===== src/rtl/timer_pkg.sv =====
`default_nettype none
// ============================================================================
// Module      : timer_pkg
// Description : Shared types and constants for the timer array.
// Revision    : 1.0 - initial release
// ============================================================================
package timer_pkg;

    // Period storage is fixed at 32 bits so the struct is usable for any CNT_W <= 32.
    localparam int unsigned TMR_PERIOD_W       = 32;
    localparam int unsigned TMR_DEFAULT_PERIOD = 100_000_000;

    typedef enum logic {
        TMR_PERIODIC = 1'b0,
        TMR_ONESHOT  = 1'b1
    } tmr_mode_e;

    typedef struct packed {
        logic [TMR_PERIOD_W-1:0] period;
        tmr_mode_e               mode;
    } tmr_cfg_t;

endpackage
`default_nettype wire


===== src/rtl/timer_channel.sv =====
`default_nettype none
// ============================================================================
// Module      : timer_channel
// Description : One timer channel: counter, mode, sticky done and pulse.
// Revision    : 1.0 - initial release
// ============================================================================
module timer_channel
    import timer_pkg::*;
#(
    parameter int unsigned      CNT_W          = 27,
    parameter logic [CNT_W-1:0] DEFAULT_PERIOD = CNT_W'(TMR_DEFAULT_PERIOD)
) (
    input  logic     clk,
    input  logic     rst_n,
    input  logic     i_tick,
    input  logic     i_en,
    input  logic     i_restart,
    input  logic     i_cfg_we,
    input  tmr_cfg_t i_cfg,
    output logic     o_pulse,
    output logic     o_done,
    output logic     o_busy
);

    tmr_cfg_t         r_cfg;
    logic [CNT_W-1:0] r_count;
    logic             r_done;
    logic             r_pulse;
    logic             r_busy;

    logic             w_advance;
    logic             w_terminal;

    assign w_advance  = i_tick & i_en & ~r_done;
    // Period is never zero (rejected at write), so period-1 cannot underflow.
    assign w_terminal = w_advance &
                        (TMR_PERIOD_W'(r_count) >= (r_cfg.period - TMR_PERIOD_W'(1)));

    always_ff @(posedge clk or negedge rst_n) begin
        if (!rst_n) begin
            r_cfg   <= '{period: TMR_PERIOD_W'(DEFAULT_PERIOD), mode: TMR_PERIODIC};
            r_count <= '0;
            r_done  <= 1'b0;
            r_pulse <= 1'b0;
            r_busy  <= 1'b0;
        end else begin
            r_busy  <= i_en & ~r_done;
            r_pulse <= 1'b0;
            // Config write outranks restart, which outranks a coincident terminal.
            if (i_cfg_we) begin
                r_cfg   <= i_cfg;
                r_count <= '0;
                r_done  <= 1'b0;
            end else if (i_restart) begin
                r_count <= '0;
                r_done  <= 1'b0;
            end else if (w_terminal) begin
                r_count <= '0;
                r_pulse <= 1'b1;
                if (r_cfg.mode == TMR_ONESHOT) begin
                    r_done <= 1'b1;
                end
            end else if (w_advance) begin
                r_count <= r_count + CNT_W'(1);
            end
        end
    end

    assign o_pulse = r_pulse;
    assign o_done  = r_done;
    assign o_busy  = r_busy;

endmodule
`default_nettype wire


===== src/rtl/timer_array.sv =====
`default_nettype none
// ============================================================================
// Module      : timer_array
// Description : N_CH independent timers sharing a prescaler and config port.
// Revision    : 1.0 - initial release
// ============================================================================
module timer_array
    import timer_pkg::*;
#(
    parameter int unsigned      N_CH           = 9,
    parameter int unsigned      CNT_W          = 27,
    parameter int unsigned      DIV_W          = 8,
    parameter logic [N_CH-1:0]  SLOW_MASK      = 9'b111_000000,
    parameter logic [CNT_W-1:0] DEFAULT_PERIOD = CNT_W'(TMR_DEFAULT_PERIOD),
    localparam int unsigned     c_ch_w         = (N_CH > 1) ? $clog2(N_CH) : 1
) (
    input  logic              clk,
    input  logic              rst_n,
    input  logic [N_CH-1:0]   en,
    input  logic [N_CH-1:0]   restart,
    input  logic              cfg_we,
    input  logic [c_ch_w-1:0] cfg_ch,
    input  logic [CNT_W-1:0]  cfg_period,
    input  logic              cfg_oneshot,
    input  logic [DIV_W-1:0]  presc_div,
    output logic [N_CH-1:0]   pulse,
    output logic [N_CH-1:0]   done,
    output logic [N_CH-1:0]   busy,
    output logic              cfg_err
);

    localparam logic [c_ch_w:0] c_ch_limit = (c_ch_w + 1)'(N_CH);

    logic [DIV_W-1:0] r_presc_cnt;
    logic             r_cfg_err;
    logic             w_strobe;
    logic             w_cfg_bad;
    logic             w_cfg_ok;
    tmr_cfg_t         w_cfg_new;

    // The >= wrap recovers immediately when presc_div is lowered below the count.
    assign w_strobe = (r_presc_cnt == presc_div);

    always_ff @(posedge clk or negedge rst_n) begin
        if (!rst_n) begin
            r_presc_cnt <= '0;
        end else if (r_presc_cnt >= presc_div) begin
            r_presc_cnt <= '0;
        end else begin
            r_presc_cnt <= r_presc_cnt + DIV_W'(1);
        end
    end

    assign w_cfg_bad = ({1'b0, cfg_ch} >= c_ch_limit) || (cfg_period == '0);
    assign w_cfg_ok  = cfg_we & ~w_cfg_bad;
    assign w_cfg_new = '{period: TMR_PERIOD_W'(cfg_period),
                         mode:   (cfg_oneshot ? TMR_ONESHOT : TMR_PERIODIC)};

    always_ff @(posedge clk or negedge rst_n) begin
        if (!rst_n) begin
            r_cfg_err <= 1'b0;
        end else begin
            r_cfg_err <= cfg_we & w_cfg_bad;
        end
    end

    assign cfg_err = r_cfg_err;

    for (genvar g = 0; g < N_CH; g++) begin : g_ch
        timer_channel #(
            .CNT_W          (CNT_W),
            .DEFAULT_PERIOD (DEFAULT_PERIOD)
        ) u_channel (
            .clk       (clk),
            .rst_n     (rst_n),
            .i_tick    (SLOW_MASK[g] ? w_strobe : 1'b1),
            .i_en      (en[g]),
            .i_restart (restart[g]),
            .i_cfg_we  (w_cfg_ok && (cfg_ch == c_ch_w'(g))),
            .i_cfg     (w_cfg_new),
            .o_pulse   (pulse[g]),
            .o_done    (done[g]),
            .o_busy    (busy[g])
        );
    end

endmodule
`default_nettype wire


===== config.mk =====
export PLATFORM = sky130hd
export DESIGN_NAME = timer_array
export DESIGN_NICKNAME = d
export VERILOG_FILES = /design/src/rtl/timer_pkg.sv /design/src/rtl/timer_channel.sv /design/src/rtl/timer_array.sv
export SDC_FILE = /design/constraint.sdc
export NUM_CORES = 1
export LEC_CHECK = 0
export BUFFER_PORTS_ARGS = -buffer_cell sky130_fd_sc_hd__buf_4
export CORE_AREA = 2 2 337 339
export DETAILED_ROUTE_END_ITERATION = 6
export DIE_AREA = 0 0 339 341
export PLACE_DENSITY = 0.45
export SLEW_MARGIN = 20
export SYNTH_ARGS = -nofsm -noshare
export SYNTH_HDL_FRONTEND = slang
export SYNTH_SLANG_ARGS = --single-unit

===== constraint.sdc =====
create_clock -name clk -period 8.6 [get_ports clk]
set_input_delay 1.29 -clock clk [delete_from_list [all_inputs] [get_ports clk]]
set_output_delay 1.29 -clock clk [all_outputs]
set_load 0.005 [all_outputs]

**Word-level counts from Yosys, hierarchy flattened**

Index checks and enable logic that the tools add are counted.

- Word-level logic and storage cells: 280
- Bits in registers: 531
- Output and inout port bits: 28
- Input bits: 61

- Equality and inequality tests: 9
- $lt $le $gt $ge: 11
- Add/subtract/negate cells: 19
- Muxes and demuxes: 101
- Reductions and logical operators: 48
- Bitwise operators: 36

Operator list:

| kind | count |
|---|---|
| $mux 27 | 36 |
| $ge 27x32->1 | 9 |
| $sub 27x1->28 const B | 9 |
| $add 27x1->27 const B | 9 |
| $mux 1 | 64 |
| $reduce_bool 3->1 | 18 |
| $reduce_bool 4->1 | 9 |
| $logic_not 27->1 | 1 |
| $and 1x1->1 | 26 |
| $reduce_and 2->1 | 9 |
| $eq 4x3->1 const B | 4 |
| $not 1->1 | 10 |
| $logic_and 1x1->1 | 9 |
| $add 8x1->8 const B | 1 |
| $eq 4x2->1 const B | 2 |
| $eq 8x8->1 | 1 |
| $ge 8x8->1 | 1 |
| $mux 8 | 1 |
| $eq 4x1->1 const B | 1 |
| $eq 4x4->1 const B | 1 |
| $ge 4x4->1 const B | 1 |
| $logic_not 4->1 | 1 |
| $logic_or 1x1->1 | 1 |

**Depth between registers and ports, before layout**

- Depth in word-level cells: 7
- Mapped depth: 18
- Mapped depth without buffers: 16

**Modules after synthesis**

From an unflattened synthesis, not the netlist that was laid out.

- Cell total of the unflattened synthesis: 3501
- Area, all modules: 36968.0 sq um

By module, submodules not included:

| module | cells an instance | seq. area each (sq um) | area each (sq um) | times used |
|---|---|---|---|---|
| timer_channel at g_ch[0].u_channel ... | 378 | 1591.5 | 4036.4 | 6 |
| timer_channel at g_ch[8].u_channel | 397 | 1591.5 | 4098.9 | 1 |
| timer_channel at g_ch[2].u_channel | 383 | 1591.5 | 4070.2 | 1 |
| timer_channel at g_ch[3].u_channel | 363 | 1591.5 | 3767.4 | 1 |
| timer_array | 90 | 225.2 | 813.3 | 1 |

**Least setup slack after synthesis**

No wires, ideal clock.

- Path kind: register to register
- From: reg g_ch[4].u_channel.r_cfg[6] (netlist bit)
- To: reg g_ch[4].u_channel.r_count[10]
- Clock period less this slack: 4.481 ns
- Cell stages (with the launch flop): 17
- Setup slack: 4.119 ns
- Arrival time: 4.349 ns
- Path buffers: 2
- Data required time: 8.468 ns
- Library setup time: 0.132 ns
- Path through: dfrtp_1 -> nor4_4 -> nand2_1 -> or2_4 -> or4_4 -> or4_4 -> or4_1 -> xor2_1 -> ha_1 -> a21oi_1 -> o211ai_1 -> a2111oi_0 -> or3_1 -> clkbuf_1 -> o21ai_1 -> clkbuf_1 -> nor2_1

- Longest elaborated chain between the ends: 6
- Elaborated cells on any way between the ends: 7
- Classes of those cells: 1 x add/sub; 1 x order compare; 3 x mux; 1 x bitwise; 1 x reduce/logical

Ends and longest elaborated chain:

| item | RTL line | source |
|---|---|---|
| start, declared | timer_channel.sv:25 | `tmr_cfg_t r_cfg;` |
| start signal, assigned | timer_channel.sv:41 | `r_cfg <= '{period: TMR_PERIOD_W'(DEFAULT_PERIOD), mode: TMR_PERIODIC};` |
| start signal, assigned | timer_channel.sv:51 | `r_cfg <= i_cfg;` |
| $sub 27x1->28 (*) | timer_channel.sv:37 | `(TMR_PERIOD_W'(r_count) >= (r_cfg.period - TMR_PERIOD_W'(1)));` |
| $ge 27x32->1 (*) | timer_channel.sv:37 |  |
| $and 1x1->1 (*) | timer_channel.sv:36 | `assign w_terminal = w_advance &` |
| $mux 27 | timer_channel.sv:57 | `end else if (w_terminal) begin` |
| $mux 27 | timer_channel.sv:54 | `end else if (i_restart) begin` |
| $mux 27 | timer_channel.sv:50 | `if (i_cfg_we) begin` |
| end signal, assigned | timer_channel.sv:64 | `r_count <= r_count + CNT_W'(1);` |
| end, declared | timer_channel.sv:26 | `logic [CNT_W-1:0] r_count;` |

Every way passes the cells marked *; elsewhere a longest branch is shown, timed or not.
A chain may end at the register's enable or synchronous reset.

**Worst setup path after layout**

- From: reg g_ch[0].u_channel.r_cfg[5] (netlist bit)
- To: reg g_ch[0].u_channel.r_count[18]

- Longest elaborated chain between the ends: 6
- Elaborated cells on any way between the ends: 7
- Classes of those cells: 1 x add/sub; 1 x order compare; 3 x mux; 1 x bitwise; 1 x reduce/logical

Ends and longest elaborated chain:

| item | RTL line |
|---|---|
| start, declared | timer_channel.sv:25 |
| start signal, assigned | timer_channel.sv:41 |
| start signal, assigned | timer_channel.sv:51 |
| $sub 27x1->28 (*) | timer_channel.sv:37 |
| $ge 27x32->1 (*) | timer_channel.sv:37 |
| $and 1x1->1 (*) | timer_channel.sv:36 |
| $mux 27 | timer_channel.sv:57 |
| $mux 27 | timer_channel.sv:54 |
| $mux 27 | timer_channel.sv:50 |
| end signal, assigned | timer_channel.sv:64 |
| end, declared | timer_channel.sv:26 |

Marks and branches as above.

==> flow_summary.json <==
{
  "maxCapViolCount": 0,
  "layout-drive-gt1-share": 0.132,
  "syn_area_um2": 33400,
  "holdPathStages": 2,
  "cts_made_buffers": 70,
  "grt_pass1_vias": 25700,
  "timing.critical_path.cells": "or4_1, nor3_1, nand3b_1, nand2b_1, nor3_1, nand2_1, xor2_1, ha_1, nand4_1, nor2_1, a221oi_1, o221ai_1, o21ai_1, nand2_1, o41ai_1",
  "wl_per_cell_um": 18.2,
  "slew_headroom": 0.206,
  "post_cts_resized": 0,
  "synthCells": 3666,
  "path_class": "reg -> reg",
  "drc_errors": 0,
  "netlist-cell-type-count": 81,
  "slowest_delay_ns": 0.67,
  "die_x_um": 339,
  "arrival_ns": 5.72,
  "crit_cells": 15,
  "fin_skew_ns": 0.0249,
  "synth_compound_area_frac": 0.0719,
  "outcome": "finished clean",
  "syn_nets": 3997,
  "layout.nets": 4033,
  "setup_viol": 0,
  "yosys-mux-area-fraction": 0.0393,
  "cts_tree": "done",
  "dpl.hpwl_um": 65200,
  "cts_root_buffer": "clkbuf_16",
  "cts_buffer_depth": 3,
  "tightest_slew_ns": 1.19,
  "cp_max_fo": 24,
  "clk_pin_slew_worst_paths_ns": 0.06,
  "cts_max_level": 3,
  "die-height_um": 341,
  "crit_family": "simple AND/OR/NAND/NOR gates",
  "period_needed_ns": 5.22,
  "post-cts-setup-buffer-count": 0,
  "syn2layout_area_growth_pct": 13.7,
  "placed_area_um2": 35500,
  "synth-warning-count": 0,
  "hold_viol_final": 0,
  "drt_iter0_markers": 1572,
  "post-route-util": 0.340,
  "clkLatencyLatePin_ns": 0.64,
  "drt-pass1-iter-count": 5,
  "hold_path.class": "reg -> reg",
  "vias_per_cell": 4.97,
  "ys_seq_elements": 531,
  "fin_area_um2": 38000,
  "cp.required_ns": 9.10,
  "worst-r2r-cell-count": 15,
  "core_area_um2": 112000,
  "end_kind": "flop",
  "vdd_drop_max_uv": 137,
  "p_leak_uw": 0.0162,
  "timing.fmax_mhz": 192,
  "power.total_uw": 7850,
  "synth_top_family_by_area": "simple AND/OR/NAND/NOR gates",
  "rows": 123,
  "tns_ns": 0,
  "die-area_um2": 116000,
  "hold_slack_ns": 0.460,
  "synth_fa_ha_area_frac": 0.101,
  "synth_ff_type": "dfrtp_1",
  "crit_path_start_kind": "flop",
  "synthXorXnorAreaFrac": 0.105,
  "grt_first_pass_wirelength_um": 152000,
  "rsz0062_at_grt": "false",
  "final-max-slew-violation-count": 0,
  "drt_wl_total_um": 95800,
  "io_pins": 89,
  "critPathSlowestCell": "nand2_1",
  "track_usage": 0.166,
  "gp_congestion": 0.781,
  "period_share": 0.607,
  "start_util": 0.299,
  "synth.avg_cell_area_um2": 9.12,
  "cts_sinks": 531,
  "antenna_found_initial": 9,
  "async_flop_share": 1.00,
  "antenna_left": 0,
  "grt_max_degree": 157,
  "vias": 26100,
  "synthSimpleGateAreaFrac": 0.249,
  "portBuffers": 88,
  "synth-seq-area-share": 0.402,
  "postCtsHoldBufs": 0,
  "power.density_nw_per_um2": 207,
  "synth_edf_count": 0,
  "overflow": 0,
  "cp_num_buf_inv": 0
}
state kept, by name, summed over array words and instances, names as in the netlist:
| register | cells |
|---|---|
| cfg_err | 1 |
| g_ch.u_channel.o_pulse | 9 |
| g_ch.u_channel.o_busy | 9 |
| g_ch.u_channel.o_done | 9 |
| g_ch.u_channel.r_cfg | 252 |
| r_presc_cnt | 8 |
| g_ch.u_channel.r_count | 243 |
path summary, 6_finish.rpt:
path	from	end	slack (ns)
setup / recovery	g_ch[0].u_channel.r_cfg[5]	g_ch[0].u_channel.r_count[18]	3.38
max in group asynchronous	rst_n	g_ch[5].u_channel.r_count[19]	6.18
setup reg to reg	g_ch[0].u_channel.r_cfg[5]	g_ch[0].u_channel.r_count[18]	3.38
min in group asynchronous	rst_n	g_ch[3].u_channel.r_count[2]	0.69
hold reg to reg	g_ch[5].u_channel.r_cfg[27]	g_ch[5].u_channel.r_cfg[27]	0.46
hold / removal	g_ch[5].u_channel.r_cfg[27]	g_ch[5].u_channel.r_cfg[27]	0.46
final cells by class:
| type | instances | area, um^2 |
|---|---|---|
| diodes | 2 | 5.00 |
| clock buffers | 100 | 2050 |
| clock inverters | 27 | 405 |
| fillers | 11600 | 73900 |
| inverters | 87 | 327 |
| multi-input cells | 2895 | 19000 |
| flip-flops and latches | 531 | 13400 |
| well taps | 1500 | 1880 |
| repair buffers | 117 | 918 |
worst reg2reg max path, cell delays in order, from the launching register on:
cell      delay (ns)
dfrtp_1         0.41
or4_1           0.60
nor3_1          0.28
nand3b_1        0.19
nand2b_1        0.22
nor3_1          0.46
nand2_1         0.12
xor2_1          0.17
ha_1            0.31
nand4_1         0.14
nor2_1          0.06
a221oi_1        0.27
o221ai_1        0.17
o21ai_1         0.51
nand2_1         0.68
o41ai_1         0.52
logic make-up after synthesis:
| logic type | count (synthesis) |
|---|---|
| compound gates | 373 |
| xor+xnor | 401 |
| fa+ha+maj | 270 |
| buf+inv | 240 |
| flops | 531 |
| mux | 117 |
| simple gates | 1734 |
cells in the mapped netlist (all sizes together), types with 4 or more instances:
master,n,area share
mux2,113,0.038
nand3,138,0.021
inv,86,0.0097
nor2b,24,0.0045
a211o,7,0.0018
nor4b,17,0.0051
mux2i,4,0.0012
a21o,34,0.0076
a221o,4,0.0012
o211a,4,0.0012
nand4,86,0.016
nor3,168,0.025
dfrtp,423,0.32
nor3b,8,0.0018
or3,45,0.0084
a22o,7,0.0018
xor2,143,0.037
nor2,337,0.038
a41oi,6,0.0016
o311ai,5,0.0013
and2,21,0.0039
o22ai,4,0.00075
or4,40,0.0095
xnor2,258,0.068
ha,270,0.10
a31oi,9,0.0017
a21boi,4,0.00090
o21a,8,0.0018
and4,23,0.0060
nand2b,35,0.0065
o211ai,17,0.0038
a2111oi,5,0.0013
and3,43,0.0080
a211oi,17,0.0040
buf,62,0.012
clkbuf,91,0.010
nand3b,20,0.0045
nor4,86,0.017
a21oi,113,0.017
o221ai,4,0.0010
nand2,623,0.070
dfstp,108,0.085
o21ai,86,0.013
or2,13,0.0025
o31ai,12,0.0027
per-layer routing:
| metal | part of all wire | vias up | track usage |
|---|---|---|---|
| met5 | 0.00053 | - | 0 |
| met4 | 0.021 | 8 | 0.0465 |
| met3 | 0.040 | 123 | 0.0257 |
| met2 | 0.46 | 434 | 0.270 |
| met1 | 0.48 | 12700 | 0.229 |
| li1 | - | 12900 | - |
power breakdown:
group | internal [uW] | switching (uW)
clock network | 1910 | 1230
logic | 677 | 801
registers | 2870 | 370
total | 5460 | 2400
layout by cell type, fill, tap and decap left out, types with 7 or more instances in the layout:
cell,netlist,routed
and4_1,23,23
a21o_1,34,34
nand2b_1,35,34
nand4_1,86,86
clkbuf_1,91,13
buf_4,28,113
bufinv_16,0,8
a21oi_1,113,112
ha_1,270,270
nand3b_1,20,20
or3_1,45,45
nor2_1,337,335
dfstp_2,108,108
and2_1,20,20
nor3_1,167,166
clkbuf_16,0,71
nor4b_1,15,15
o21ai_0,80,80
or2_2,12,12
nor3b_1,8,7
a31oi_1,9,9
or4_1,35,35
o21a_1,8,8
nand3_1,138,138
inv_1,86,86
clkinv_2,0,9
a211oi_1,16,14
mux2_2,113,113
a22o_1,7,7
o31ai_1,12,12
o211ai_1,17,17
xor2_1,143,143
dfrtp_1,423,423
nor2b_1,24,23
nand2_1,622,622
nor4_1,84,84
clkbuf_8,0,16
xnor2_1,258,258
and3_1,43,43
a211o_1,7,7
metrics by stage:
stage | cells | worst slack [ns]
finish | 5259 | 3.38
CTS | 5256 | 3.35
detailed placement | 5129 | 3.38
global route | 5257 | 2.77
floorplan | 3666 | 4.12
global placement | 5129 | 3.51
Power figures use the tool's default switching activity.
